File: src/rtl/imem_program_loader.sv
// Instruction-memory loader: parses SYNC/COUNT/payload/CHK frames from a byte
// stream, writes 16-bit words sequentially and gates the core reset on a verified load.
module imem_program_loader #(
  parameter logic [7:0] SYNC_BYTE = 8'hA5,
  parameter logic [7:0] BASE_ADDR = 8'h00
) (
  input  logic        clk,
  input  logic        reset,
  input  logic        in_valid,
  input  logic [7:0]  in_data,
  output logic        in_ready,
  output logic        imem_we,
  output logic [7:0]  imem_addr,
  output logic [15:0] imem_wdata,
  output logic        core_reset,
  output logic        load_done,
  output logic        load_error,
  output logic [8:0]  words_loaded
);

  localparam logic [2:0] S_IDLE  = 3'd0;
  localparam logic [2:0] S_COUNT = 3'd1;
  localparam logic [2:0] S_HI    = 3'd2;
  localparam logic [2:0] S_LO    = 3'd3;
  localparam logic [2:0] S_CHECK = 3'd4;
  localparam logic [2:0] S_DONE  = 3'd5;
  localparam logic [2:0] S_ERROR = 3'd6;

  logic [2:0]  r_state;
  logic [8:0]  r_count;
  logic [8:0]  r_index;
  logic [7:0]  r_chk;
  logic [7:0]  r_hi;
  logic        r_we;
  logic [7:0]  r_addr;
  logic [15:0] r_wdata;
  logic        r_coreReset;
  logic        r_done;
  logic        r_err;
  logic [8:0]  r_words;

  logic        w_fire;
  logic        w_isSync;
  logic [8:0]  w_indexNext;

  // The loader never back-pressures the source, so every valid byte is a handshake.
  assign in_ready    = 1'b1;
  assign w_fire      = in_valid & in_ready;
  assign w_isSync    = (in_data == SYNC_BYTE);
  assign w_indexNext = r_index + 9'd1;

  always_ff @(posedge clk or posedge reset) begin
    if (reset) begin
      r_state     <= S_IDLE;
      r_count     <= 9'd0;
      r_index     <= 9'd0;
      r_chk       <= 8'd0;
      r_hi        <= 8'd0;
      r_we        <= 1'b0;
      r_addr      <= BASE_ADDR;
      r_wdata     <= 16'd0;
      r_coreReset <= 1'b1;
      r_done      <= 1'b0;
      r_err       <= 1'b0;
      r_words     <= 9'd0;
    end else begin
      r_we <= 1'b0;
      if (w_fire) begin
        case (r_state)
          S_IDLE, S_DONE, S_ERROR: begin
            if (w_isSync) begin
              r_state     <= S_COUNT;
              r_coreReset <= 1'b1;
              r_done      <= 1'b0;
              r_err       <= 1'b0;
            end
          end
          S_COUNT: begin
            r_count <= (in_data == 8'd0) ? 9'd256 : {1'b0, in_data};
            r_index <= 9'd0;
            r_chk   <= 8'd0;
            r_words <= 9'd0;
            r_state <= S_HI;
          end
          S_HI: begin
            r_hi    <= in_data;
            r_chk   <= r_chk ^ in_data;
            r_state <= S_LO;
          end
          S_LO: begin
            // Address wraps modulo 256 even though the index reaches 256.
            r_chk   <= r_chk ^ in_data;
            r_we    <= 1'b1;
            r_addr  <= BASE_ADDR + r_index[7:0];
            r_wdata <= {r_hi, in_data};
            r_index <= w_indexNext;
            r_words <= r_words + 9'd1;
            r_state <= (w_indexNext == r_count) ? S_CHECK : S_HI;
          end
          S_CHECK: begin
            if (in_data == r_chk) begin
              r_state     <= S_DONE;
              r_done      <= 1'b1;
              r_err       <= 1'b0;
              r_coreReset <= 1'b0;
            end else begin
              r_state     <= S_ERROR;
              r_done      <= 1'b0;
              r_err       <= 1'b1;
              r_coreReset <= 1'b1;
            end
          end
          default: r_state <= S_IDLE;
        endcase
      end
    end
  end

  assign imem_we      = r_we;
  assign imem_addr    = r_addr;
  assign imem_wdata   = r_wdata;
  assign core_reset   = r_coreReset;
  assign load_done    = r_done;
  assign load_error   = r_err;
  assign words_loaded = r_words;

endmodule
File: config.mk
export PLATFORM = sky130hd
export DESIGN_NAME = imem_program_loader
export DESIGN_NICKNAME = d
export VERILOG_FILES = /design/src/rtl/imem_program_loader.sv
export SDC_FILE = /design/constraint.sdc
export NUM_CORES = 1
export LEC_CHECK = 0
export CAP_MARGIN = 30
export CELL_PAD_IN_SITES_DETAIL_PLACEMENT = 2
export CELL_PAD_IN_SITES_GLOBAL_PLACEMENT = 2
export CORE_MARGIN = 5
export CORE_UTILIZATION = 37
export DETAILED_ROUTE_END_ITERATION = 7
export HOLD_SLACK_MARGIN = 0.08
export PLACE_DENSITY = 0.83
export SYNTH_ARGS = -nofsm -noshare
export SYNTH_HDL_FRONTEND = slang
export SYNTH_SLANG_ARGS = --single-unit
File: constraint.sdc
create_clock -name clk -period 7.1 [get_ports clk]
set_clock_uncertainty 0.1 [all_clocks]
set_input_delay 1.065 -clock clk [delete_from_list [all_inputs] [get_ports clk]]
set_output_delay 1.065 -clock clk [all_outputs]
set_load 0.03 [all_outputs]
==> metrics.txt, run 1 <==
status=finished clean; R2R Setup Slk=4.36 ns; hold_buf cts=0; layout cells sized above 1=8.98%; I/O pins=49; Via density=5.34; Min-Delay Endpoint=imem_wdata[12]; first-pass GRT wire length=17.1 mm; Clock H-tree levels=3; Mapped Cells=384; FFs w/ async S/R, synth=100%; CTS Buffer Depth=2; vias in the first global route=3,324; Design Power=0.00140 W; Final setup viols=0; Seq pwr share=44.6%; CTS buffer count=9; post-detail-place hpwl=7.07 mm; Startpoint Class=primary input; Placer Congestion=0.772; most common cell after layout, fill and taps aside=nand2_1; M1 GR Usage=23.8%; ranking of synthesized cells by area=dfrtp_1 50%, nand2_1 10%, o21ai_0 4.0%; Critical Path End Type=flip-flop; Setup CP Type=primary input to flip-flop; Clk network pwr share=20.0%; Die W=109 um; sequential element share of the synthesized area=50.9%; combinational share of power=35.4%; GR met2 Demand/Resource=31.0%; DR DRC count=0; Placed Cells=539; Register-to-Register Path Depth=6; setup TNS=0 ns; r2r endpoint=words_loaded[4]; cell area after layout=4360 um2; total wire length=10.2 mm; Die H=109 um; most used routing layer=met2; FF+latch count, synth=74; Post-DRT Antenna Nets=0; critical path fanouts, max=34; DRT iter0 DRCs=64; actual slew at the worst max-slew pin=0.672 ns; cell taking the most area after synthesis=dfrtp_1; total global routing overflow=0; clock root buffer=clkbuf_8; EDFF count, synth=0; initial antenna violation count=0; clock slew at reported path FFs=0.08 ns; most frequent cells in the layout=97 x nand2_1, 73 x dfrtp_1, 47 x clkdlybuf4s50_1, 29 x o21ai_0; Pwr per Cell Area=322 nW/um2; slowest cell on the critical path=clkdlybuf4s50_1; worst path cell trace=clkdlybuf4s50_1 > nand3b_1 > or2_1 > inv_2 > nand4_1 > xor2_1 > nor2_1; CTS sink cnt=74; Rel. slew slack=54.8%; syn_nets=397; CTS-repair resized insts=0; Slew Limit Fails=0; max incr delay on CP=0.73 ns; Peak VDD IR=0.000168 V; Hold Crit Class=flip-flop to flip-flop; num rows=36; GRT met3 Usage=3.61%; hold slack=0.376 ns; Sw Pwr=0.000555 W; I/O Buffers=47; Leak=1.95 nW; Initial Util=37.6%; Avg Synthesized Cell Area=9.48 um2; period utilisation layout=49.4%; Distinct cells, synth=57; Initial DRT Pass Iterations=4; sw frac=39.5%; unrepaired setup endpoints after global routing=no; Final Hold Fails=0; antenna diode count=0; CTS tree=done; postcts setup bufs=0; Hold Crit Depth=2; worst-skew pair later-pin latency=0.35 ns; hold_sp=r_hi[4]; Synth Flop Type=dfrtp_1; die area=11,900 um2; WP data arrival=3.63 ns; share of the synthesized area in the top cell type=50.2%; reg-to-reg critical path startpoint=r_state[1]; area delta synth->final=19.7%; Worst Path Required=7.22 ns; CORE AREA=9680 um2; GRT Util Overall=18.5%; routed len/inst=18.4 um; pin count of the biggest net entering global routing=75; Post-Layout Cell Count=556; fmax=285 MHz; area of placed instances=4170 um2; Tmin final=3.51 ns; fin nets=432; internal power=0.000849 W; Max-cap violations=0; Post-Syn Area=3640 um2; routed via count=2,967; Syn. warnings=0
[critical path: cells and delay by family]
family | cells | cell delay, ns
buffers and inverters | 2 | 1.19
AND/OR/NAND/NOR | 4 | 1.17
XOR/XNOR | 1 | 0.19
[cell families after synthesis]
group | count (synthesis) | share of synthesized area (%)
xor gates and xnor gates | 20 | 4.81
muxes | 18 | 5.61
DFF | 74 | 50.9
and+or+nand+nor | 161 | 20.4
other | 1 | 0.103
adders and majority gates | 3 | 0.963
buffers and inverters | 36 | 4.26
AOI/OAI and AO/OA | 71 | 13.0
[cell usage after synthesis, types with 3 or more instances]
| cell type | count |
|---|---|
| nand2_1 | 97 |
| dfrtp_1 | 73 |
| o21ai_0 | 29 |
| clkbuf_1 | 15 |
| nor2_1 | 13 |
| xor2_1 | 13 |
| mux2_2 | 12 |
| nand4_1 | 11 |
| buf_2 | 10 |
| inv_1 | 8 |
| nand2b_1 | 8 |
| xnor2_1 | 7 |
| a21oi_1 | 6 |
| and3_1 | 5 |
| nand3_1 | 5 |
| nand3b_1 | 5 |
| o21ai_1 | 5 |
| a31oi_1 | 4 |
| a22o_1 | 3 |
| mux2_1 | 3 |
| nor4_1 | 3 |
| o41ai_1 | 3 |
[worst max-delay path by stage]
stage | from | end | slack [ns] | cells after the start
2_1_floorplan | reset | imem_addr[0] | 4.06 | 1
3_3_place_gp | in_valid | words_loaded[4] | 3.38 | 7
3_5_place_dp | in_valid | words_loaded[4] | 3.22 | 7
4_1_cts | in_valid | words_loaded[4] | 3.55 | 7
5_1_grt | in_valid | words_loaded[4] | 3.41 | 7
6_report | in_valid | words_loaded[4] | 3.59 | 7
[sequential cells by signal, summed over array words and instances, names as in the netlist]
signal	cells
r_index	9
r_state	3
imem_we	1
core_reset	1
imem_addr	8
imem_wdata	16
r_count	9
load_error	1
r_chk	8
load_done	1
words_loaded	9
r_hi	8
[per-stage QoR]
stage / setup WS [ns] / utilization (%)
after floorplan: 4.06 / -
after global placement: 3.38 / 43.0
after detailed placement: 3.22 / 43.0
after CTS: 3.55 / 44.6
after global routing: 3.41 / 45.0
final: 3.59 / 45.0
[routing by layer]
| layer | share of wire (%) | up-vias | wire length [um] |
|---|---|---|---|
| met5 | 0 | - | 0 |
| met4 | 1.6 | 0 | 167 |
| met3 | 3.2 | 14 | 328 |
| met2 | 49 | 55 | 5050 |
| met1 | 46 | 1519 | 4690 |
| li1 | - | 1379 | - |
[power by group through the flow]
stage	Combinational (W)	Clock (W)	Sequential, W
after global placement	0.000481	0	0.000625
final	0.000497	0.000281	0.000626
after detailed placement	0.000499	0	0.000633
after floorplan	0.000206	0	0.000714
after global routing	0.000540	0.000311	0.000643
after CTS	0.000504	0.000289	0.000627
[layout make-up]
cell class	count	area, um2
well taps	133	166
inverters	9	33.8
clock inverters	3	17.5
flip-flops and latches	74	1850
repair buffers	51	520
multi-input cells	274	1630
fillers	1046	5330
clock buffers	12	135
No activity file was read; power rests on OpenSTA's default activity.
==> inputs of run 2 (changes only) <==
CORE_UTILIZATION = 34   (was 37)
PLACE_DENSITY = 0.77   (was 0.83)
clock period = 3.3 ns   (was 7.1 ns; I/O delays follow)
==> metrics.txt, run 2 (same netlist as run 1, synthesis figures left out) <==
Final Hold Fails=0; I/O Buffers=47; WP data arrival=2.56 ns; layout cells sized above 1=10.5%; Tmin final=2.44 ns; pin count of the biggest net entering global routing=50; vias in the first global route=3,308; I/O pins=49; DR DRC count=0; fmax=410 MHz; status=finished clean; fin nets=437; Clk network pwr share=20.4%; combinational share of power=35.7%; unrepaired setup endpoints after global routing=no; CTS buffer count=9; actual slew at the worst max-slew pin=0.694 ns; Hold Crit Class=flip-flop to flip-flop; CTS Buffer Depth=2; routed len/inst=18.6 um; CTS tree=done; fin util=42.4%; period utilisation layout=73.8%; Via density=5.22; hold_sp=core_reset; critical path fanouts, max=8; area of placed instances=4240 um2; reg-to-reg critical path startpoint=r_index[0]; Initial Util=35.1%; most common cell after layout, fill and taps aside=nand2_1; first-pass GRT wire length=17.6 mm; GRT Util Overall=17.3%; Final setup viols=0; Initial DRT Pass Iterations=4; initial antenna violation count=0; Hold Crit Depth=2; clock root buffer=clkbuf_8; worst-skew pair later-pin latency=0.35 ns; die area=12,900 um2; Die W=113 um; postcts setup bufs=0; antenna diode count=0; Post-Layout Cell Count=565; Peak VDD IR=0.000341 V; hold_buf cts=0; Worst Path Required=3.43 ns; Setup CP Type=primary input to flip-flop; Startpoint Class=primary input; CTS-repair resized insts=0; Register-to-Register Path Depth=6; routed via count=2,950; total global routing overflow=0; Post-DRT Antenna Nets=0; DRT iter0 DRCs=90; Max-cap violations=0; Die H=113 um; Critical Path Source=in_data[2]; Seq pwr share=43.9%; Sw Pwr=0.00121 W; clock slew at reported path FFs=0.08 ns; Slew Limit Fails=0; Clock H-tree levels=3; CTS sink cnt=74; Leak=1.98 nW; setup TNS=0 ns; Critical Path End Type=flip-flop; Placed Cells=549; area delta synth->final=20.9%; post-detail-place hpwl=7.38 mm; Largest register FFs=16; total wire length=10.5 mm; internal power=0.00184 W; num rows=37; Pwr per Cell Area=693 nW/um2; sw frac=39.7%; most frequent cells in the layout=97 x nand2_1, 73 x dfrtp_1, 47 x clkdlybuf4s50_1, 29 x o21ai_0; CORE AREA=10,400 um2; cell area after layout=4400 um2; Rel. slew slack=53.3%; Placer Congestion=0.822
run 2: stage by stage:
| step | hold slack, ns | setup slack [ns] | total power, W |
|---|---|---|---|
| global route | 0.394 | 0.687 | 0.00325 |
| floorplan | 0.335 | 0.825 | 0.00198 |
| detailed placement | 0.362 | 0.536 | 0.00245 |
| finish | 0.377 | 0.864 | 0.00305 |
| CTS | 0.382 | 0.872 | 0.00310 |
| global placement | 0.350 | 0.612 | 0.00240 |
run 2: worst max-delay path, stage by stage:
cell	delay [ns]
clkdlybuf4s50_1	0.61
xor2_1	0.24
nor4_1	0.61
a21oi_1	0.20
a211oi_1	0.33
nor2_1	0.07
run 2: layer usage:
| metal | share of wire [%] | global-route usage [%] | up-vias |
|---|---|---|---|
| met5 | 0 | 0 | - |
| met3 | 3.1 | 3.13 | 12 |
| li1 | - | - | 1388 |
| met1 | 45 | 21.4 | 1505 |
| met2 | 51 | 30.5 | 45 |
| met4 | 1.3 | 5.53 | 0 |
run 2: worst paths after layout:
kind / end / slack, ns
worst min-delay path: core_reset / 0.38
worst max-delay path: r_state[1] / 0.86
min in group asynchronous: imem_wdata[0] / 0.43
worst min register to register: core_reset / 0.38
worst max register to register: r_state[1] / 0.88
max in group asynchronous: core_reset / 1.94
run 2: cell type report:
class,count,area [um2]
Fill cell,1151,5970
Sequential cell,74,1850
Multi-Input combinational cell,274,1630
Timing Repair Buffer,56,551
Tap cell,136,170
Clock buffer,11,131
Inverter,9,33.8
Clock inverter,5,31.3
run 2: power groups by stage:
stage	clock network, W	logic [W]	registers [W]
finish	0.000623	0.00109	0.00134
floorplan	0	0.000444	0.00154
global placement	0	0.00106	0.00134
detailed placement	0	0.00110	0.00135
CTS	0.000642	0.00112	0.00134
global route	0.000690	0.00118	0.00138
==> inputs of run 3 (changes only) <==
CORE_UTILIZATION = 31   (was 34)
PLACE_DENSITY = 0.74   (was 0.77)
clock period = 2.2 ns   (was 3.3 ns; I/O delays follow)
==> metrics.txt, run 3 (same netlist as run 1, synthesis figures left out) <==
Critical Path End Type=flip-flop; Clock H-tree levels=3; initial antenna violation count=0; hold_buf cts=0; Setup CP Type=primary input to flip-flop; CTS Buffer Depth=2; internal power=0.00335 W; Placer Congestion=0.856; combinational share of power=33.8%; Initial DRT Pass Iterations=4; most common cell after layout, fill and taps aside=nand2_1; sw frac=36.2%; Via density=5.21; Design Power=0.00526 W; postcts setup bufs=0; clock slew at reported path FFs=0.06 ns; DR DRC count=0; routed via count=3,113; area of placed instances=4480 um2; Final setup viols=0; antenna diode count=0; most frequent cells in the layout=97 x nand2_1, 73 x dfrtp_1, 47 x clkdlybuf4s50_1, 33 x buf_4, 29 x o21ai_0; I/O Buffers=47; critical path fanouts, max=4; Seq pwr share=37.6%; cell area after layout=4770 um2; post-detail-place hpwl=8.24 mm; first-pass GRT wire length=19.7 mm; Final Hold Fails=0; Rel. slew slack=61.5%; Clk network pwr share=28.6%; total wire length=11.7 mm; worst path cell trace=clkdlybuf4s50_1 > or4_4 > a2111oi_4 > a31o_2 > nand2_2 > mux2_4; Placed Cells=583; Post-DRT Antenna Nets=0; Startpoint Class=primary input; layout cells sized above 1=15.6%; fmax=481 MHz; Largest register FFs=16; CTS buffer count=9; WP data arrival=2.21 ns; clock root buffer=clkbuf_16; Tmin final=2.08 ns; Pwr per Cell Area=1100 nW/um2; DRT iter0 DRCs=172; setup TNS=0 ns; Leak=2.17 nW; routed len/inst=19.6 um; fin nets=464; num rows=39; unrepaired setup endpoints after global routing=no; total global routing overflow=0; Sw Pwr=0.00191 W; Worst Path Required=2.33 ns; worst-skew pair later-pin latency=0.34 ns; I/O pins=49; max incr delay on CP=0.60 ns; vias in the first global route=3,633; hold slack=0.292 ns; Slew Limit Fails=0; CTS-repair resized insts=0; CTS tree=done; GRT Util Overall=17.5%; Peak VDD IR=0.000534 V; actual slew at the worst max-slew pin=0.572 ns; Die H=118 um; Die W=118 um; Post-Layout Cell Count=597; slowest cell on the critical path=or4_4; die area=14,000 um2; CTS sink cnt=74; area delta synth->final=31.2%; Max-cap violations=0; CORE AREA=11,500 um2; pin count of the biggest net entering global routing=34; Hold Crit Class=primary input to asynchronous set/reset pin; Initial Util=31.7%; status=finished clean; FILL cells=1,249; period utilisation layout=94.4%
[run 3: layout make-up]
cell class	instances	area, um2	area share [%]
Clock buffer	12	256	5.37
Clock inverter	2	37.5	0.787
Inverter	9	37.5	0.787
Multi-Input combinational cell	274	1630	34.2
Sequential cell	74	1850	38.8
Tap cell	143	179	3.75
Timing Repair Buffer	83	778	16.3
[run 3: metrics by stage]
step | util, % | setup slack (ns)
2_1_floorplan | - | 0.248
3_3_place_gp | 39.1 | -0.204
3_5_place_dp | 39.1 | -0.230
4_1_cts | 41.6 | 0.138
5_1_grt | 41.6 | 0.0470
6_report | 41.6 | 0.122
[run 3: power by group through the flow]
stage	sequential, W	combinational (W)	clock, W
after floorplan	0.00231	0.000666	0
after global placement	0.00196	0.00173	0
after detailed placement	0.00199	0.00179	0
after CTS	0.00198	0.00181	0.00155
after global routing	0.00203	0.00193	0.00161
final	0.00198	0.00178	0.00150
[run 3: routing by layer]
layer / global-route usage, % / vias to the layer above / part of all wire (%)
li1: - / 1446 / -
met1: 21.3 / 1590 / 45
met2: 30.0 / 60 / 50
met3: 4.11 / 17 / 4.0
met4: 6.52 / 0 / 1.9
met5: 0 / - / 0
[run 3: worst paths after layout]
path | startpoint | to | slack, ns | cells after the start
min reg2reg | r_hi[3] | imem_wdata[11] | 0.37 | 2
max reg2reg | r_state[0] | r_index[5] | 0.22 | 4
max | in_data[1] | load_done | 0.12 | 6
max in group asynchronous | reset | core_reset | 1.16 | 3
min | reset | r_index[0] | 0.29 | 2
min in group clk | r_hi[3] | imem_wdata[11] | 0.37 | 2
[run 3: critical path: cells and delay by family]
family	cells	cell delay, ns
buffers and inverters	1	0.46
muxes	1	0.30
and+or+nand+nor	2	0.67
AOI/OAI and AO/OA	2	0.44
